==> src/rtl/mist32e10fa_mem_pkg.sv <==
// Shared types and helpers for the arbiter-to-memory port bridge.
package mist32e10fa_mem_pkg;

    // Access size codes carried on the arbiter request; the byte mask is authoritative.
    localparam logic [1:0] ORDER_BYTE = 2'd0;
    localparam logic [1:0] ORDER_HALF = 2'd1;
    localparam logic [1:0] ORDER_WORD = 2'd2;

    // One memory-bus command as held in the command FIFO.
    typedef struct packed {
        logic        we;
        logic [31:0] addr;
        logic [7:0]  be;
        logic [63:0] wdata;
        logic [1:0]  order;   // kept for debug visibility only
    } mem_cmd_t;

    localparam int unsigned MEM_CMD_W = $bits(mem_cmd_t);

    // Translate a 32-bit arbiter beat into a 64-bit bus command.
    function automatic mem_cmd_t build_cmd(
        input logic        rw,
        input logic [31:0] addr,
        input logic [3:0]  mask,
        input logic [31:0] data,
        input logic [1:0]  order
    );
        mem_cmd_t cmd;
        cmd.we    = rw;
        cmd.addr  = {addr[31:3], 3'b000};
        cmd.be    = addr[2] ? {mask, 4'h0} : {4'h0, mask};
        cmd.wdata = {data, data};
        cmd.order = order;
        return cmd;
    endfunction

endpackage

==> src/rtl/memory_bridge_fifo.sv <==
// Synchronous FIFO with occupancy count; DEPTH must be a power of two >= 2.
module memory_bridge_fifo #(
    parameter int unsigned WIDTH = 8,
    parameter int unsigned DEPTH = 4
) (
    input  logic                         clk_i,
    input  logic                         rst_i,
    input  logic                         push_i,
    input  logic [WIDTH-1:0]             wdata_i,
    input  logic                         pop_i,
    output logic [WIDTH-1:0]             rdata_o,
    output logic                         full_o,
    output logic                         empty_o,
    output logic [$clog2(DEPTH+1)-1:0]   count_o
);

    localparam int unsigned PtrW = (DEPTH > 1) ? $clog2(DEPTH) : 1;
    localparam int unsigned CntW = $clog2(DEPTH + 1);
    localparam logic [CntW-1:0] CntFull = CntW'(DEPTH);

    logic [WIDTH-1:0] mem_q [DEPTH];
    logic [PtrW-1:0]  wr_ptr_q, wr_ptr_d;
    logic [PtrW-1:0]  rd_ptr_q, rd_ptr_d;
    logic [CntW-1:0]  count_q, count_d;
    logic             do_push;
    logic             do_pop;

    assign full_o  = (count_q == CntFull);
    assign empty_o = (count_q == '0);
    assign count_o = count_q;
    assign rdata_o = mem_q[rd_ptr_q];

    // A push into a full FIFO is only taken when the head leaves in the same cycle.
    assign do_pop  = pop_i && !empty_o;
    assign do_push = push_i && (!full_o || do_pop);

    // Pointer and count next-state; pointers wrap naturally at a power-of-two depth.
    always_comb begin
        wr_ptr_d = wr_ptr_q;
        rd_ptr_d = rd_ptr_q;
        count_d  = count_q;
        if (do_push) begin
            wr_ptr_d = wr_ptr_q + 1'b1;
        end
        if (do_pop) begin
            rd_ptr_d = rd_ptr_q + 1'b1;
        end
        unique case ({do_push, do_pop})
            2'b10:   count_d = count_q + 1'b1;
            2'b01:   count_d = count_q - 1'b1;
            default: count_d = count_q;
        endcase
    end

    // Pointer and count registers.
    always_ff @(posedge clk_i) begin
        if (rst_i) begin
            wr_ptr_q <= '0;
            rd_ptr_q <= '0;
            count_q  <= '0;
        end else begin
            wr_ptr_q <= wr_ptr_d;
            rd_ptr_q <= rd_ptr_d;
            count_q  <= count_d;
        end
    end

    // Storage; cleared on reset so the head reads as zero while empty after reset.
    always_ff @(posedge clk_i) begin
        if (rst_i) begin
            for (int i = 0; i < DEPTH; i++) begin
                mem_q[i] <= '0;
            end
        end else if (do_push) begin
            mem_q[wr_ptr_q] <= wdata_i;
        end
    end

    // Callers must never push into a full FIFO without a simultaneous pop.
    assert property (@(posedge clk_i) disable iff (rst_i) !(push_i && full_o && !pop_i));

endmodule

==> src/rtl/memory_port_bridge.sv <==
// Bridges the arbiter's 32-bit request stream onto a 64-bit command/response memory bus,
// reserving return-FIFO space per read so memory responses never need backpressure.
module memory_port_bridge
    import mist32e10fa_mem_pkg::*;
#(
    parameter int unsigned CMD_DEPTH = 4,
    parameter int unsigned RET_DEPTH = 8
) (
    input  logic        iCLOCK,
    input  logic        iRESET_SYNC,
    // arbiter request side
    input  logic        iREQ_REQ,
    output logic        oREQ_LOCK,
    input  logic [1:0]  iREQ_ORDER,
    input  logic [3:0]  iREQ_MASK,
    input  logic        iREQ_RW,
    input  logic [31:0] iREQ_ADDR,
    input  logic [31:0] iREQ_DATA,
    // arbiter return side
    output logic        oRET_VALID,
    input  logic        iRET_BUSY,
    output logic [63:0] oRET_DATA,
    // memory command bus
    output logic        oMEM_CMD_VALID,
    input  logic        iMEM_CMD_READY,
    output logic        oMEM_CMD_WE,
    output logic [31:0] oMEM_CMD_ADDR,
    output logic [7:0]  oMEM_CMD_BE,
    output logic [63:0] oMEM_CMD_WDATA,
    // memory read response
    input  logic        iMEM_RD_VALID,
    input  logic [63:0] iMEM_RD_DATA,
    // status
    output logic        oERR
);

    localparam int unsigned CmdCntW = $clog2(CMD_DEPTH + 1);
    localparam int unsigned RetCntW = $clog2(RET_DEPTH + 1);
    localparam logic [RetCntW-1:0] RsvFull = RetCntW'(RET_DEPTH);

    // Command path
    mem_cmd_t           cmd_push_data;
    mem_cmd_t           cmd_head;
    logic               cmd_full;
    logic               cmd_empty;
    logic               cmd_pop;
    logic [CmdCntW-1:0] cmd_count_unused;

    // Return path
    logic [63:0]        ret_head;
    logic               ret_full_unused;
    logic               ret_empty;
    logic               ret_push;
    logic               ret_pop;
    logic [RetCntW-1:0] ret_count_unused;

    // Bookkeeping
    logic               lock;
    logic               req_accept;
    logic               rd_accept;
    logic               rd_issue;
    logic               rsp_unexpected;
    logic [RetCntW-1:0] rsv_q, rsv_d;   // reads accepted, not yet handed back to the arbiter
    logic [RetCntW-1:0] out_q, out_d;   // reads issued to memory, response not yet seen
    logic               err_q, err_d;

    // Lock depends only on registered state so the arbiter never sees a loop through iREQ_*.
    assign lock       = cmd_full || (rsv_q == RsvFull);
    assign req_accept = iREQ_REQ && !lock;
    assign rd_accept  = req_accept && !iREQ_RW;

    assign cmd_push_data = build_cmd(iREQ_RW, iREQ_ADDR, iREQ_MASK, iREQ_DATA, iREQ_ORDER);
    assign cmd_pop       = !cmd_empty && iMEM_CMD_READY;
    assign rd_issue      = cmd_pop && !cmd_head.we;

    assign ret_push       = iMEM_RD_VALID && (out_q != '0);
    assign rsp_unexpected = iMEM_RD_VALID && (out_q == '0);
    assign ret_pop        = !ret_empty && !iRET_BUSY;

    memory_bridge_fifo #(
        .WIDTH (MEM_CMD_W),
        .DEPTH (CMD_DEPTH)
    ) u_cmd_fifo (
        .clk_i   (iCLOCK),
        .rst_i   (iRESET_SYNC),
        .push_i  (req_accept),
        .wdata_i (cmd_push_data),
        .pop_i   (cmd_pop),
        .rdata_o (cmd_head),
        .full_o  (cmd_full),
        .empty_o (cmd_empty),
        .count_o (cmd_count_unused)
    );

    memory_bridge_fifo #(
        .WIDTH (64),
        .DEPTH (RET_DEPTH)
    ) u_ret_fifo (
        .clk_i   (iCLOCK),
        .rst_i   (iRESET_SYNC),
        .push_i  (ret_push),
        .wdata_i (iMEM_RD_DATA),
        .pop_i   (ret_pop),
        .rdata_o (ret_head),
        .full_o  (ret_full_unused),
        .empty_o (ret_empty),
        .count_o (ret_count_unused)
    );

    // Reservation, outstanding-read and sticky error next-state.
    always_comb begin
        rsv_d = rsv_q;
        out_d = out_q;
        err_d = err_q;
        unique case ({rd_accept, ret_pop})
            2'b10:   rsv_d = rsv_q + 1'b1;
            2'b01:   rsv_d = rsv_q - 1'b1;
            default: rsv_d = rsv_q;
        endcase
        unique case ({rd_issue, ret_push})
            2'b10:   out_d = out_q + 1'b1;
            2'b01:   out_d = out_q - 1'b1;
            default: out_d = out_q;
        endcase
        if (rsp_unexpected) begin
            err_d = 1'b1;
        end
    end

    // Counter and error registers.
    always_ff @(posedge iCLOCK) begin
        if (iRESET_SYNC) begin
            rsv_q <= '0;
            out_q <= '0;
            err_q <= 1'b0;
        end else begin
            rsv_q <= rsv_d;
            out_q <= out_d;
            err_q <= err_d;
        end
    end

    assign oREQ_LOCK      = lock;
    assign oMEM_CMD_VALID = !cmd_empty;
    assign oMEM_CMD_WE    = cmd_head.we;
    assign oMEM_CMD_ADDR  = cmd_head.addr;
    assign oMEM_CMD_BE    = cmd_head.be;
    assign oMEM_CMD_WDATA = cmd_head.wdata;
    assign oRET_VALID     = !ret_empty;
    assign oRET_DATA      = ret_head;
    assign oERR           = err_q;

    // Order is stored for debug, occupancy counts are informational only.
    logic unused_debug;
    assign unused_debug = ^{cmd_head.order, cmd_count_unused, ret_count_unused,
                            ret_full_unused};

endmodule

==> config.mk <==
export PLATFORM = sky130hd
export DESIGN_NAME = memory_port_bridge
export DESIGN_NICKNAME = d
export VERILOG_FILES = /design/src/rtl/mist32e10fa_mem_pkg.sv /design/src/rtl/memory_bridge_fifo.sv /design/src/rtl/memory_port_bridge.sv
export SDC_FILE = /design/constraint.sdc
export NUM_CORES = 1
export LEC_CHECK = 0
export BUFFER_PORTS_ARGS = -buffer_cell sky130_fd_sc_hd__buf_2
export CORE_ASPECT_RATIO = 0.9
export CORE_UTILIZATION = 55
export CTS_CLUSTER_SIZE = 10
export DETAILED_ROUTE_END_ITERATION = 10
export PLACE_DENSITY = 0.77
export SYNTH_ARGS = -nofsm -noshare
export SYNTH_HDL_FRONTEND = slang
export SYNTH_HIERARCHICAL = 1
export SYNTH_SLANG_ARGS = --single-unit
==> constraint.sdc <==
create_clock -name iCLOCK -period 10.1 [get_ports iCLOCK]
set_input_delay 2.02 -clock iCLOCK [delete_from_list [all_inputs] [get_ports iCLOCK]]
set_output_delay 2.02 -clock iCLOCK [all_outputs]
set_load 0.03 [all_outputs]
* Word-level counts from Yosys, hierarchy flattened
Memories as Yosys holds them, arrays and structs flattened. A register that Yosys moved wholly into a read port is not among the register bits. Cells that the tools add are included. Widths: inputs -> output; s select.
Operators by class: add/sub/neg operators 12, equality and inequality tests 11, mux-type cells 23, reductions and logical operators 32
Operators by type and width (count):
- $mux 104 | 1
- $reduce_or 104->1 | 1
- $mux 64 | 1
- $reduce_or 64->1 | 1
- $pmux 4 s2 | 3
- $add 4x1->4 const B | 3
- $sub 4x1->4 const B | 3
- $logic_and 1x1->1 | 11
- $mux 1 | 10
- $add 3x1->3 const B | 3
- $mux 3 | 3
- $eq 2x1->1 const B | 4
- $eq 2x2->1 const B | 4
- $eq 4x4->1 const B | 2
- $logic_not 1->1 | 8
- $logic_not 4->1 | 2
- $mux 8 | 1
- $reduce_bool 2->1 | 4
- $mux 2 | 3
- $pmux 3 s2 | 1
- $add 2x1->2 const B | 2
- $reduce_bool 4->1 | 1
- $eq 3x3->1 const B | 1
- $logic_not 3->1 | 1
- 2 further kinds | 4
Word-level totals: register bits 26, memory bits (writable) 928, output and inout port bits 173, logic and storage cells 89, memories kept 2
Memories:
- u_ret_fifo.mem_q | words 8, bits a word 64, read ports 1, clocked after memory_dff 1, write ports 8, RTL line memory_bridge_fifo.sv:21 | logic [WIDTH-1:0] mem_q [DEPTH];
- u_cmd_fifo.mem_q | words 4, bits a word 104, read ports 1, clocked after memory_dff 1, write ports 4, RTL line memory_bridge_fifo.sv:21

* Longest topological paths before layout
Gate-level depths: netlist of run 1.
word-level depth 11, mapped depth 13

* Cells and area by module
Netlist of run 1, hierarchy kept.
Modules (own cells, without submodules):
- memory_bridge_fifo (u_ret_fifo) | instances 1, cells an instance 1549, area an instance 22927.0 µm², seq. area each 15635.0 µm²
- memory_bridge_fifo (u_cmd_fifo) | instances 1, cells an instance 1089, area an instance 18830.6 µm², seq. area each 13032.5 µm²
- memory_port_bridge | instances 1, cells an instance 81, area an instance 634.4 µm², seq. area each 180.2 µm²

* Worst setup path after synthesis of run 1
OpenSTA, ideal clock, no wires.
path type in2reg, start point input port iMEM_CMD_READY, end point memory u_cmd_fifo/mem_q[1][0] in the netlist's numbering (enable), setup time 0.595 ns, arrival 7.645 ns, data required time 9.505 ns, path slack 1.860 ns, stages on the path 4, path buffers 0, cells stage by stage nor2b_1 or4b_4 nand3_1 o21bai_1
RTL lines:
- start, declared | RTL line memory_port_bridge.sv:25 | input logic iMEM_CMD_READY,
- end, declared | RTL line memory_bridge_fifo.sv:21

==> results of run 1 <==
## critical path: cells and delay by family (launching register included)
| kind | cells | cell delay, ns |
|---|---|---|
| buf+inv | 3 | 1.69 |
| flops | 1 | 0.80 |
| mux | 1 | 0.62 |
## sequential cells by signal, summed over array words and instances (netlist names), 3 cells and up, named ones only
name	count
u_ret_fifo/wr_ptr_q	3
u_ret_fifo/rd_ptr_q	3
out_q	4
u_ret_fifo/mem_q	512
u_cmd_fifo/mem_q	420
u_cmd_fifo/count_o	3
rsv_q	4
u_ret_fifo/count_o	4
## metal layers
layer / wire length, um / global-route usage [%]
met1: 35100 / 29.9
met2: 49400 / 43.9
met3: 7800 / 5.94
met4: 2180 / 8.07
met5: 102 / 0
## stage by stage
stage,hold slack [ns],setup slack (ns),total power [mW],cells
after global routing,0.521,3.87,9.89,4032
after floorplan,0.452,1.96,5.78,2711
after global placement,0.463,4.62,6.17,3885
final,0.484,4.24,9.58,4038
after CTS,0.487,4.04,9.65,4027
after detailed placement,0.477,4.58,6.22,3885
## power by group through the flow
stage / clock network [mW] / registers [mW] / logic [mW]
detailed placement: 0 / 4.88 / 1.34
global route: 3.65 / 4.83 / 1.42
floorplan: 0 / 4.86 / 0.919
finish: 3.45 / 4.80 / 1.33
CTS: 3.51 / 4.80 / 1.34
global placement: 0 / 4.86 / 1.31
## final cells by class
| class | instances | area (sq um) | area share (%) |
|---|---|---|---|
| multi-input combinational | 1547 | 12500 | 26.4 |
| sequential | 963 | 28600 | 60.5 |
| timing repair buffer | 342 | 1790 | 3.79 |
| clock buffer | 133 | 2870 | 6.07 |
| clock inverter | 9 | 148 | 0.312 |
| antenna | 11 | 27.5 | 0.0582 |
| inverter | 15 | 56.3 | 0.119 |
| tap | 1018 | 1270 | 2.69 |
## final timing paths
path,start,to,cells after the start
max,flop,oMEM_CMD_BE[1],4
min,oERR,oERR,2
max reg2reg,u_cmd_fifo/count_o[0],u_cmd_fifo/mem_q[0][72],8
min reg2reg,oERR,oERR,2
## layout by cell type (no fill, tap or decap), types with 3 or more instances in the layout
cell type,n
fa_1,4
buf_4,33
and3_1,5
o211ai_1,3
ha_1,10
conb_1,12
dfxtp_4,5
clkinv_16,3
buf_2,309
and2_1,433
nor3_1,3
a21o_4,3
xor2_1,12
nor2_1,540
nand3_1,6
nand2b_1,6
mux4_2,233
nand2_1,133
dfxtp_1,26
clkbuf_1,21
a31o_4,4
mux2_2,65
xnor2_1,5
a21oi_1,14
clkbuf_16,111
nand3b_4,3
inv_1,15
nor2_4,3
nor2b_1,9
diode_2,11
edfxtp_1,932
a211oi_1,3
o31ai_1,4
==> key figures, run 1 <==
Status
  • Status: finished, final reports clean

Finish
  • Synthesis-to-finish area growth: 12.5%
  • Post-route design area: 0.0473 sq mm
  • Fillcell total: 5,332
  • Layout cells sized above 1: 26.3%
  • Core Util, Final: 63.0%
  • Final net count: 3,132

CTS
  • Clk root buf: clkbuf_16
  • Setup Buffers After CTS: 0
  • Clock Pin Slew Worst Setup and Hold Paths: 0.06 ns
  • H-tree depth: 3
  • CTS Buf Count: 108
  • CTS tree: yes
  • Clock Path Buffers: 3
  • Post-CTS Hold Buffers: 0
  • Worst-skew pair later-pin latency: 0.66 ns
  • Post-CTS Resized: 0
  • Clk sinks: 963

Timing
  • Fin Setup TNS: 0 ns
  • Worst-Margin Slew: 1.11 ns
  • Unrepaired setup endpoints after global routing: no
  • Final setup viols: 0
  • Final worst-path cycle share: 58.0%
  • Minimum clock period: 5.86 ns
  • Slew Limit Fails: 0
  • Endpoints failing hold: 0
  • Fmax: 171 MHz
  • Final Skew: 0.0402 ns
  • Rel. slew slack: 26.3%

Critical path
  • CP Class: flop to output port
  • Slowest stage delay, CP: 0.80 ns
  • CP dominant cell by count: buf_4
  • Slowest CP cell: dfxtp_4
  • CP Launch Type: flop
  • Flop2flop setup slack: 5.88 ns
  • Worst EP required: 8.08 ns
  • CP arrival: 3.84 ns
  • Critical path peak fanout: 41
  • CP Cell Sequence: buf_4, buf_4, mux4_2, buf_2
  • Crit end category: output port

Power
  • Gate power share: 13.9%
  • Psw: 2.49 mW
  • P_leak: 16.8 nW
  • VDD IR-drop max: 0.158 mV
  • Clock group share of total power: 36.0%
  • Power per Cell Area: 203 mW/mm^2
  • Seq pwr share: 50.1%
  • P_int: 7.09 mW
  • Switching share of power: 26.0%

Routing
  • Number of remaining DRC errors: 0
  • Routed Antenna Nets: 0
  • Wire per inst: 23.4 um
  • Total wire length: 94.6 mm
  • Detailed Route Iter0 Violations: 2,123
  • Vias per inst: 5.82
  • Vias post-DR: 23,500
  • DRT Pass-1 Iters: 5

Placed design
  • Placed Area: 0.0442 sq mm
  • Routability cong.: 0.745
  • HPWL Detailed: 51.8 mm
  • IO Port Bufs: 309

GRT
  • Number of global-route vias before repair: 25,200
  • Grt total ovfl: 0
  • Initial antenna violation count: 18
  • First-pass GRT wire length: 145 mm
  • Pin count of the biggest net entering global routing: 96
  • Gr usage total: 24.8%

Floorplanning
  • Core Box Area: 0.0751 sq mm
  • Die X: 293 um
  • Vert. Die Dim: 264 um
  • Die area: 0.0776 sq mm
  • Initial Util: 56.0%
  • Number of I/O pins: 314
  • # rows: 95

Job
  • Max_cap viols: 0

Yosys
  • Average cell area after synthesis: 15.6 sq um
  • Post-Syn Area: 0.0421 sq mm
  • Synth Instances: 2,700
  • Yosys warnings: 6

Worst hold path
  • Min-Delay Path Class: flop to flop
No activity file was read; power rests on OpenSTA's default activity.
==> run 2, diff against run 1 <==
--- a/config.mk
+++ b/config.mk
@@ -10,7 +10,7 @@
 export CORE_UTILIZATION = 55
 export CTS_CLUSTER_SIZE = 10
 export DETAILED_ROUTE_END_ITERATION = 10
-export PLACE_DENSITY = 0.77
+export PLACE_DENSITY = 0.8
 export SYNTH_ARGS = -nofsm -noshare
 export SYNTH_HDL_FRONTEND = slang
 export SYNTH_HIERARCHICAL = 1
==> constraint.sdc (replaced) <==
create_clock -name iCLOCK -period 5.18 [get_ports iCLOCK]
set_input_delay 1.036 -clock iCLOCK [delete_from_list [all_inputs] [get_ports iCLOCK]]
set_output_delay 1.036 -clock iCLOCK [all_outputs]
set_load 0.03 [all_outputs]
==> run 2 against run 1 <==
  * First-iteration DRC count fell by 1.1%
  * Sequential share of layout area fell by 0.40 points
  * Clock skew rose by 0.0096 ns
  * Sequential cell count did not move
  * Utilization rose by 0.42 points
  * Worst hold slack got worse by 0.011 ns
  * Critical path depth did not move
  * Largest power group unchanged
  * Total power rose by 95%
  * Combinational power rose by 100%
  * Highest routed layer unchanged
  * Worst setup slack got worse by 3.2 ns
  * Die area did not move
  * Global-route usage rose by 0.14 points
==> key figures, run 2 (synthesis results as in run 1) <==
Status
  • Status: finished, final reports clean (unchanged)

Routing
  • Total wire length: 96.0 mm (was 94.6 mm)
  • DRT Pass-1 Iters: 5 (unchanged)
  • Number of remaining DRC errors: 0 (unchanged)
  • Vias post-DR: 23,900 (was 23,500)
  • Detailed Route Iter0 Violations: 2,099 (was 2,123)
  • Vias per inst: 5.88 (was 5.82)
  • Routed Antenna Nets: 0 (unchanged)
  • Wire per inst: 23.7 um (was 23.4 um)

Floorplanning
  • Die area: 0.0776 sq mm (unchanged)
  • Initial Util: 56.0% (unchanged)
  • Core Box Area: 0.0751 sq mm (unchanged)
  • Vert. Die Dim: 264 um (unchanged)
  • # rows: 95 (unchanged)
  • Die X: 293 um (unchanged)
  • Number of I/O pins: 314 (unchanged)

Timing
  • Final Skew: 0.0499 ns (was 0.0402 ns)
  • Fin Setup TNS: 0 ns (unchanged)
  • Final worst-path cycle share: 79.3%
  • Endpoints failing hold: 0 (unchanged)
  • Minimum clock period: 4.11 ns
  • Fmax: 243 MHz
  • Unrepaired setup endpoints after global routing: no (unchanged)
  • Hold WS: 0.473 ns (was 0.484 ns)
  • Final setup viols: 0 (unchanged)
  • Worst-Margin Slew: 1.05 ns (was 1.11 ns)
  • Slew Limit Fails: 0 (unchanged)
  • Rel. slew slack: 30.0% (was 26.3%)

GRT
  • Initial antenna violation count: 22 (was 18)
  • Pin count of the biggest net entering global routing: 106 (was 96)
  • Number of global-route vias before repair: 25,300 (was 25,200)
  • Gr usage total: 25.0% (was 24.8%)
  • Grt total ovfl: 0 (unchanged)
  • First-pass GRT wire length: 146 mm (was 145 mm)

Finish
  • Layout cells sized above 1: 26.7% (was 26.3%)
  • Largest registers: u_ret_fifo/mem_q: 512 flops, u_cmd_fifo/mem_q: 420 flops (unchanged)
  • Most flops, register: u_ret_fifo/mem_q (unchanged)
  • Final net count: 3,150 (was 3,132)
  • Commonest non-fill, non-tap cell in the layout: edfxtp_1 (unchanged)
  • Max FFs per register: 512 (unchanged)
  • Highest-count cells in the layout ignoring fill and taps: 932 x edfxtp_1, 540 x nor2_1, 433 x and2_1 (unchanged)
  • Fillcell total: 5,221 (was 5,332)
  • Synthesis-to-finish area growth: 13.2% (was 12.5%)

Placed design
  • IO Port Bufs: 309 (unchanged)
  • HPWL Detailed: 54.8 mm (was 51.8 mm)
  • Routability cong.: 0.788 (was 0.745)

Critical path
  • CP Launch Type: flop (unchanged)
  • CP Class: flop to output port (unchanged)
  • Reg2Reg Depth: 8 (unchanged)
  • Worst EP required: 4.14 ns (was 8.08 ns)
  • Worst r2r dst: u_ret_fifo/mem_q[5][13] (was u_cmd_fifo/mem_q[0][72])
  • Flop2flop setup slack: 1.59 ns (was 5.88 ns)
  • Crit end category: output port (unchanged)
  • CP arrival: 3.07 ns (was 3.84 ns)
  • Critical path peak fanout: 36 (was 41)
  • Reg-to-Reg Start: u_ret_fifo/count_o[0] (was u_cmd_fifo/count_o[0])

CTS
  • Post-CTS Resized: 0 (unchanged)
  • Clk root buf: clkbuf_16 (unchanged)
  • Clock Pin Slew Worst Setup and Hold Paths: 0.06 ns (about the same)
  • Worst-skew pair later-pin latency: 0.66 ns (about the same)
  • Clk sinks: 963 (unchanged)
  • CTS tree: yes (unchanged)
  • H-tree depth: 3 (unchanged)
  • CTS Buf Count: 107 (was 108)
  • Post-CTS Hold Buffers: 0 (unchanged)
  • Clock Path Buffers: 3 (unchanged)
  • Setup Buffers After CTS: 0 (unchanged)

Power
  • P_leak: 17.0 nW (was 16.8 nW)
  • Pwr Total: 18.6 mW (was 9.58 mW)
  • Power per Cell Area: 392 mW/mm^2 (was 203 mW/mm^2)
  • VDD IR-drop max: 0.401 mV (was 0.158 mV)

Worst hold path
  • Hold Path Stages: 2 (unchanged)
  • HP Start: oERR (unchanged)
  • Hold endpoint: oERR (unchanged)
  • Min-Delay Path Class: flop to flop (unchanged)

Job
  • Max_cap viols: 0 (unchanged)
run 2: changes by cell type in the layout (fill, tap and decap cells not counted), sizes merged:
cell    before  now
buf        342  361
clkinv       8    6
clkbuf     133  134
inv         16   17
diode       11   10
run 2: layout make-up:
class / instances / area, sq um / share of cell area [%]
Clock inverter: 8 / 155 / 0.326
Clock buffer: 134 / 2810 / 5.90
Sequential cell: 963 / 28600 / 60.1
Inverter: 15 / 56.3 / 0.118
Tap cell: 1018 / 1270 / 2.68
Timing Repair Buffer: 361 / 2160 / 4.54
Antenna cell: 10 / 25.0 / 0.0526
Multi-Input combinational cell: 1547 / 12500 / 26.3
run 2: worst max-delay path by stage:
stage	startpoint	end	slack (ns)	cells past startpoint
6_report	flop	oRET_DATA[19]	1.07	4
5_1_grt	flop	oRET_DATA[19]	0.89	4
4_1_cts	flop	oRET_DATA[19]	0.98	4
3_5_place_dp	iRET_BUSY	u_ret_fifo/mem_q[1][28]	1.29	7
3_3_place_gp	iMEM_CMD_READY	u_cmd_fifo/mem_q[0][10]	1.34	7
2_1_floorplan	iMEM_CMD_READY	u_cmd_fifo/mem_q[0][100]	0.21	6
run 2: stage by stage:
step	util [%]	instance area, sq um	worst slack [ns]	instances
floorplan	-	42100	0.215	2711
global placement	59.4	44600	1.34	3904
detailed placement	59.4	44600	1.29	3904
CTS	63.3	47600	0.981	4046
global route	63.4	47600	0.893	4052
finish	63.4	47600	1.07	4056
run 2: where the power goes:
group	internal [mW]	switching, mW
logic	0.833	1.82
registers	9.18	0.192
clock network	3.77	2.84
run 2: per-layer routing:
layer	global-route usage [%]	vias to the layer above	wire length [um]
met5	0	-	171
met4	8.38	28	2830
met3	7.00	204	9050
met2	43.5	1083	49500
met1	29.8	12100	34400
li1	-	10400	-
run 2: critical path, stage by stage (launching register included):
cell and delay [ns]:
dfxtp_4 0.86, buf_4 0.44, mux4_2 0.56, mux2_2 0.32, buf_2 0.19
